## src/rtl/controle_execucao_pkg.sv

```systemverilog
// Shared encodings for the execution-control block: board mode switches
// and the push-button debouncer states.
package controle_execucao_pkg;

  localparam logic [1:0] MODO_PAUSA    = 2'b00;
  localparam logic [1:0] MODO_LENTO    = 2'b01;
  localparam logic [1:0] MODO_MANUAL   = 2'b10;
  localparam logic [1:0] MODO_CONTINUO = 2'b11;

  typedef enum logic [1:0] {
    SOLTO          = 2'b00,
    CONFIRMA_PRESS = 2'b01,
    PRESSIONADO    = 2'b10,
    CONFIRMA_SOLTA = 2'b11
  } estado_deb_t;

  // Counter width able to hold n-1; never narrower than one bit.
  function automatic int larg_cont(input int n);
    return (n > 1) ? $clog2(n) : 1;
  endfunction

endpackage

```

## src/rtl/controle_execucao_debounce_botao.sv

```systemverilog
// Push-button conditioner: two-flop synchronizer on the active-low button,
// a four-state confirm/hold FSM and a one-cycle event on an accepted press.
// Releases are confirmed the same way but never produce an event.
module debounce_botao
  import controle_execucao_pkg::*;
#(
  parameter int DEBOUNCE_CICLOS = 1000000
) (
  input  logic clk_alta_f,
  input  logic rst,
  input  logic botao_n,
  output logic evento_botao
);

  localparam int            CW      = larg_cont(DEBOUNCE_CICLOS);
  localparam logic [CW-1:0] CNT_MAX = CW'(DEBOUNCE_CICLOS - 1);

  logic          btn_s1, btn_s2;
  estado_deb_t   estado, estado_prox;
  logic [CW-1:0] cnt, cnt_prox;

  // Synchronizer resets to 1 so a held-in-reset board reads as released.
  always_ff @(posedge clk_alta_f or posedge rst) begin
    if (rst) begin
      btn_s1 <= 1'b1;
      btn_s2 <= 1'b1;
    end else begin
      btn_s1 <= botao_n;
      btn_s2 <= btn_s1;
    end
  end

  // Debouncer state and stability counter.
  always_ff @(posedge clk_alta_f or posedge rst) begin
    if (rst) begin
      estado <= SOLTO;
      cnt    <= '0;
    end else begin
      estado <= estado_prox;
      cnt    <= cnt_prox;
    end
  end

  // Next state: any disagreeing sample aborts a confirmation window.
  always_comb begin
    estado_prox  = estado;
    cnt_prox     = cnt;
    evento_botao = 1'b0;
    case (estado)
      SOLTO: begin
        if (!btn_s2) begin
          estado_prox = CONFIRMA_PRESS;
          cnt_prox    = '0;
        end
      end
      CONFIRMA_PRESS: begin
        if (btn_s2) begin
          estado_prox = SOLTO;
        end else if (cnt == CNT_MAX) begin
          estado_prox  = PRESSIONADO;
          evento_botao = 1'b1;
        end else begin
          cnt_prox = cnt + 1'b1;
        end
      end
      PRESSIONADO: begin
        if (btn_s2) begin
          estado_prox = CONFIRMA_SOLTA;
          cnt_prox    = '0;
        end
      end
      CONFIRMA_SOLTA: begin
        if (!btn_s2) begin
          estado_prox = PRESSIONADO;
        end else if (cnt == CNT_MAX) begin
          estado_prox = SOLTO;
        end else begin
          cnt_prox = cnt + 1'b1;
        end
      end
      default: estado_prox = SOLTO;
    endcase
  end

endmodule

```

## src/rtl/controle_execucao.sv

```systemverilog
// Execution control for the MIPS core: turns the slow divider clock, the
// manual button or continuous mode into a one-cycle clock-enable, with a
// sticky halt and a wrapping step counter for the display.
module controle_execucao
  import controle_execucao_pkg::*;
#(
  parameter int DEBOUNCE_CICLOS = 1000000,
  parameter int LARGURA_CONT    = 16
) (
  input  logic                    clk_alta_f,
  input  logic                    rst,
  input  logic                    clk_baixa_f,
  input  logic                    botao_n,
  input  logic [1:0]              modo,
  input  logic                    parar,
  output logic                    habilita,
  output logic [LARGURA_CONT-1:0] contagem_passos,
  output logic [1:0]              modo_ativo,
  output logic                    parado
);

  logic       lento_s1, lento_s2, lento_s3;
  logic [1:0] modo_s1, modo_s2;
  logic       evento_lento, evento_botao, evento_sel;

  debounce_botao #(
    .DEBOUNCE_CICLOS(DEBOUNCE_CICLOS)
  ) u_debounce (
    .clk_alta_f  (clk_alta_f),
    .rst         (rst),
    .botao_n     (botao_n),
    .evento_botao(evento_botao)
  );

  // Synchronize the slow clock (plus one flop for edge detect) and the switches.
  always_ff @(posedge clk_alta_f or posedge rst) begin
    if (rst) begin
      lento_s1   <= 1'b0;
      lento_s2   <= 1'b0;
      lento_s3   <= 1'b0;
      modo_s1    <= MODO_PAUSA;
      modo_s2    <= MODO_PAUSA;
      modo_ativo <= MODO_PAUSA;
    end else begin
      lento_s1   <= clk_baixa_f;
      lento_s2   <= lento_s1;
      lento_s3   <= lento_s2;
      modo_s1    <= modo;
      modo_s2    <= modo_s1;
      modo_ativo <= modo_s2;
    end
  end

  assign evento_lento = lento_s2 & ~lento_s3;

  // Only the source matching the active mode passes; others are dropped.
  always_comb begin
    evento_sel = 1'b0;
    case (modo_ativo)
      MODO_LENTO:    evento_sel = evento_lento;
      MODO_MANUAL:   evento_sel = evento_botao;
      MODO_CONTINUO: evento_sel = 1'b1;
      default:       evento_sel = 1'b0;
    endcase
  end

  // Enable, halt and step counter; a same-cycle parar suppresses the event.
  always_ff @(posedge clk_alta_f or posedge rst) begin
    if (rst) begin
      habilita        <= 1'b0;
      parado          <= 1'b0;
      contagem_passos <= '0;
    end else begin
      habilita        <= evento_sel & ~parado & ~parar;
      contagem_passos <= contagem_passos + LARGURA_CONT'(habilita);
      if (parar)
        parado <= 1'b1;
      else if (modo_ativo == MODO_PAUSA)
        parado <= 1'b0;
    end
  end

endmodule

```

## config.mk

```make
export PLATFORM = sky130hd
export DESIGN_NAME = controle_execucao
export DESIGN_NICKNAME = d
export VERILOG_FILES = /design/src/rtl/controle_execucao_pkg.sv /design/src/rtl/controle_execucao_debounce_botao.sv /design/src/rtl/controle_execucao.sv
export SDC_FILE = /design/constraint.sdc
export NUM_CORES = 1
export LEC_CHECK = 0
export BUFFER_PORTS_ARGS = -buffer_cell sky130_fd_sc_hd__buf_4
export CORE_MARGIN = 2
export CORE_UTILIZATION = 40
export CTS_BUF_LIST = sky130_fd_sc_hd__clkbuf_8
export CTS_CLUSTER_SIZE = 16
export DETAILED_ROUTE_END_ITERATION = 10
export PLACE_DENSITY = 0.62
export SYNTH_ARGS = -nofsm -noshare
export SYNTH_HDL_FRONTEND = slang
export SYNTH_HIERARCHICAL = 1
export SYNTH_SLANG_ARGS = --single-unit
```

## constraint.sdc

```tcl
create_clock -name clk_alta_f -period 5.1 [get_ports clk_alta_f]
set_input_delay 0.765 -clock clk_alta_f [delete_from_list [all_inputs] [get_ports clk_alta_f]]
set_output_delay 0.765 -clock clk_alta_f [all_outputs]
set_load 0.05 [all_outputs]
```

* Yosys cells after proc, flatten, opt, wreduce, memory -nomap -nowiden
Index checks and enable logic that the tools add are counted.
Cells by class: add/subtract/negate cells 2, eq/ne operators 13, muxes and demuxes 19, bitwise gates (word level) 6, reductions and logical operators 5
Operators by type and width (count):
- two-way mux 20 bit | 5
- one-hot mux 20 bit (4 select lines) | 1
- adder 20 x 1 -> 20 bit, second input constant | 1
- == test 20 bit, second input constant | 1
- adder 16 x 1 -> 16 bit | 1
- two-way mux 2 bit | 6
- == test 2 bit, second input constant | 4
- one-hot mux 2 bit (4 select lines) | 1
- AND reduction 4 bit | 2
- two-way mux 1 bit | 5
- == test 2 x 1 -> 1 bit, second input constant | 2
- zero test 2 bit | 2
- inequality test 2 x 1 -> 1 bit, second input constant | 2
- inequality test 2 bit, second input constant | 2
- bitwise AND 1 bit | 3
- inequality test 3 x 1 -> 1 bit, second input constant | 1
- inequality test 3 bit, second input constant | 1
- inverter 1 bit | 3
- one-hot mux 1 bit (3 select lines) | 1
- nonzero test 2 bit | 1
Word-level totals: register bits after elaboration 51, input bits 7, output and inout bits 20, logic and storage cells 58

* Longest topological paths before layout
depth in word-level cells 7, depth in mapped cells 8, gate-level depth less buffers 6

* Hierarchy
The synthesis kept the hierarchy.
By module, submodules not included:
- debounce_botao | times used 1, cells each 142, area each 1367.6 um2, seq. area each 603.1 um2
- controle_execucao | times used 1, cells each 75, area each 1048.5 um2, seq. area each 675.6 um2

* Least setup slack after synthesis
OpenSTA, ideal clock, no wires.
kind reg-to-reg, start point register contagem_passos[0], end point register contagem_passos[8], library setup time 0.149 ns, arrival time 1.642 ns, required time 4.951 ns, path slack 3.309 ns, stages on the path, launching flop included 6, buffers on the path 0, clock period less this slack 1.791 ns, cells stage by stage dfrtp_1 ha_1 ha_1 nand3_1 nor3_1 xor2_1
Between the ends: cells in the longest elaborated chain, start to end 1
Ends and longest elaborated chain:
- from (decl) | RTL line controle_execucao.sv:17 | output logic [LARGURA_CONT-1:0] contagem_passos,
- from (signal assigned) | RTL line controle_execucao.sv:75 | contagem_passos <= contagem_passos + LARGURA_CONT'(habilita);
- adder 16 x 1 -> 16 bit | RTL line controle_execucao.sv:75
Every way passes these cells. A chain may end at the register's enable or synchronous reset.

* Final worst setup path
start point register u_debounce.cnt[10], end point register u_debounce.cnt[9]
Between the ends: cells in the longest elaborated chain, start to end 4, elaborated cells between the ends (all ways) 5, classes of those cells eq/ne: 1; mux: 4
Ends and longest elaborated chain:
- from (decl) | RTL line controle_execucao_debounce_botao.sv:20 | logic [CW-1:0] cnt, cnt_prox;
- from (signal assigned) | RTL line controle_execucao_debounce_botao.sv:40 | cnt <= cnt_prox;
- == test 20 bit (*) | RTL line controle_execucao_debounce_botao.sv:59, controle_execucao_debounce_botao.sv:75
- two-way mux 20 bit (*)
- two-way mux 20 bit, on equally long branches
- one-hot mux 20 bit (4 select lines) (*)
Every way passes the cells marked *; elsewhere a longest branch is shown, timed or not. The select of a mux whose other input is x is not followed.

==> impl_results.md <==
- Core area: 5886 um^2
- CTS resizes: 0
- Status: finished clean
- Final period util: 45.22%
- Flops & latches, synth: 51
- Required @ worst endpoint: 5330 ps
- H-tree levels: 2
- Largest net degree at the start of global routing: 28
- Residual DRC: 0
- Hold Fails Final Rpt: 0
- Clock sink count: 51
- Vias in the first global route: 1675
- ANT nets after route: 0
- RSZ-0062 raised after global routing: false
- PortBufs: 26
- Clock root buffer: clkbuf_8
- Post-CTS Setup Bufs: 0
- Sequential-to-total area share from yosys stat: 52.93%
- Die H: 81.72 um
- Final Net Count: 257
- Clk_skew: 11.64 ps
- Net Count, Synth: 227
- Setup TNS: 0 ps
- Worst-Skew Late Latency: 310 ps
- Asr flop ratio synth: 100.0%
- Die Width: 81.72 um
- Mapped Cells: 217
- Mean Syn Cell Area: 11.13 um^2
- Clock Tree Buf Depth: 2
- Clock transition at path regs: 100 ps
- Gr ovfl total: 0
- Ys Warns: 6
- Number of I/O pins: 27
- Number of flops mapped to enable cells by yosys: 0
- Final Slew Violations: 0
- Maximum VDD drop: 0.0002477 V
- Signal arrival time at the worst endpoint: 2530 ps
- WL/cell: 14.46 um
- Final min period: 2306 ps
- Areal power density over the cells: 298.6 nW/um^2
- Post-Route WL: 4670 um
- Crit path kind: flop to flop
- Max-Cap Viols: 0
- Critical path endpoint category: flop
- Finished Core Util: 47.34%
- Die area: 6678 um^2
- ANT cells: 0
- Synthesized area: 2416 um^2
- Initial antenna violation count: 0
- Fraction of layout cells with a size suffix above 1: 22.58%
- Total Power: 832.0 uW
- Routed vias: 1686
- Static Leak: 0.001271 uW
- Slew headroom: 33.30%
- Final setup violating endpoints: 0
- Site row count: 28
- CTS buffer count: 5
- Starting Density: 41.05%
- DRT Pass-1 Iters: 4
- Vias per inst: 5.220
- Netlist cell types: 45
- Worst-Margin Slew: 999.4 ps
- Worst hold path class: flop to flop
- Dpl ws: 2904 ps
- Routability congestion estimate: 0.8244
- CTS tree: built
- Initial DRC Count: 107
- Gr usage total: 15.94%
- Startpoint class of the critical path: flop
- Hold Slack: 359.7 ps
- DP HPWL: 3282 um
- Crit-path max FO: 21
- Area grow syn2layout: 15.33%
- Final Worst Setup Slack: 2794 ps
- First-pass GRT wire length: 8086 um
- Most frequently used flop master after synthesis: dfrtp_1
- Max Freq: 433.6 MHz
- Hold-fix buffers, CTS: 0
- # fillers: 565
where the power goes:
| part | switching [uW] | total, uW | internal (uW) |
|---|---|---|---|
| registers | 21.5 | 446 | 424 |
| logic | 74.0 | 104 | 29.6 |
| clock network | 135 | 283 | 148 |
| total | 230 | 832 | 602 |
cells by family (layout without fill, tap and decap cells):
family	Yosys count	in the layout	share of synthesized area [%]
adders and majority gates	3	3	1.554
AOI/OAI and AO/OA	43	43	11.86
and+or+nand+nor	86	86	23.20
xor gates and xnor gates	18	18	6.525
muxes	2	2	0.8286
buffers and inverters	14	45	3.107
DFF	51	51	52.93
cells in the mapped netlist (2+ instances only):
master,count,share of area [%]
dfstp_2,2,2.2
nand4_2,2,1.0
mux2i_1,2,0.83
xor2_1,11,4.0
nor4_1,2,0.52
inv_1,11,1.7
and2_2,2,0.62
o21ai_0,15,3.1
xnor2_1,7,2.5
or4_1,2,0.62
and3_2,2,0.62
nand4_4,3,2.6
nor2_1,10,1.6
a21o_1,2,0.62
dfrtp_1,49,51
buf_6,3,1.4
a21oi_1,12,2.5
nor4_2,4,2.1
o31ai_1,2,0.62
nor3_1,8,1.7
ha_1,3,1.6
nand3_1,11,2.3
nand2_1,18,2.8
o211ai_1,2,0.62
or3_1,9,2.3
nand4_1,4,1.0
sequential cells by signal, indices dropped and copies added (netlist names), named ones only:
register           flops
lento_s1               1
modo_s2                2
lento_s3               1
parado                 1
lento_s2               1
u_debounce/btn_s2      1
habilita               1
u_debounce/estado      1
modo_s1                2
modo_ativo             2
u_debounce/btn_s1      1
contagem_passos       16
u_debounce/cnt        20
worst paths after layout:
kind,start,end,slack [ps],cells past startpoint
max,u_debounce/cnt[10],u_debounce/cnt[9],2790,5
max in group asynchronous,rst,lento_s3,3790,2
min,u_debounce/btn_s1,u_debounce/btn_s2,360,0
max reg2reg,u_debounce/cnt[10],u_debounce/cnt[9],2790,5
min in group asynchronous,rst,u_debounce/cnt[0],670,2
min reg2reg,u_debounce/btn_s1,u_debounce/btn_s2,360,0
cell usage in the layout (no fill, tap or decap), drive strengths merged, types with 8 or more instances in the layout:
master	count
xor2	11
nand2	18
buf	26
or3	9
nor3	8
nand3	12
nor2	10
nand4	9
dfrtp	49
a21oi	12
o21ai	17
inv	12
metal layers:
metal	up-vias	routed length [um]	GRT usage, %
met5	-	0	0
met4	0	55	5.833
met3	4	130	2.967
met2	25	2230	24.47
met1	819	2255	22.55
li1	838	-	-
worst max-delay path: stages (launching register included):
cell and delay, ps:
dfrtp_1 460, nor4_1 330, nand4_2 300, o31ai_4 730, o21ai_0 250, a21oi_1 160
cell type report:
class / instances / area, um^2 / share of cell area (%)
tap: 75 / 93.84 / 3.368
clock buffer: 5 / 68.82 / 2.470
clock inverter: 3 / 46.29 / 1.661
timing repair buffer: 26 / 195.2 / 7.005
inverter: 11 / 41.29 / 1.482
multi-input combinational: 152 / 1062 / 38.12
sequential: 51 / 1279 / 45.89
per-stage QoR:
step,cell area [um^2],instances
after global placement,2671,315
after global routing,2786,323
final,2786,323
after detailed placement,2671,315
after floorplan,2416,217
after CTS,2786,323
No activity file was read; power rests on OpenSTA's default activity.
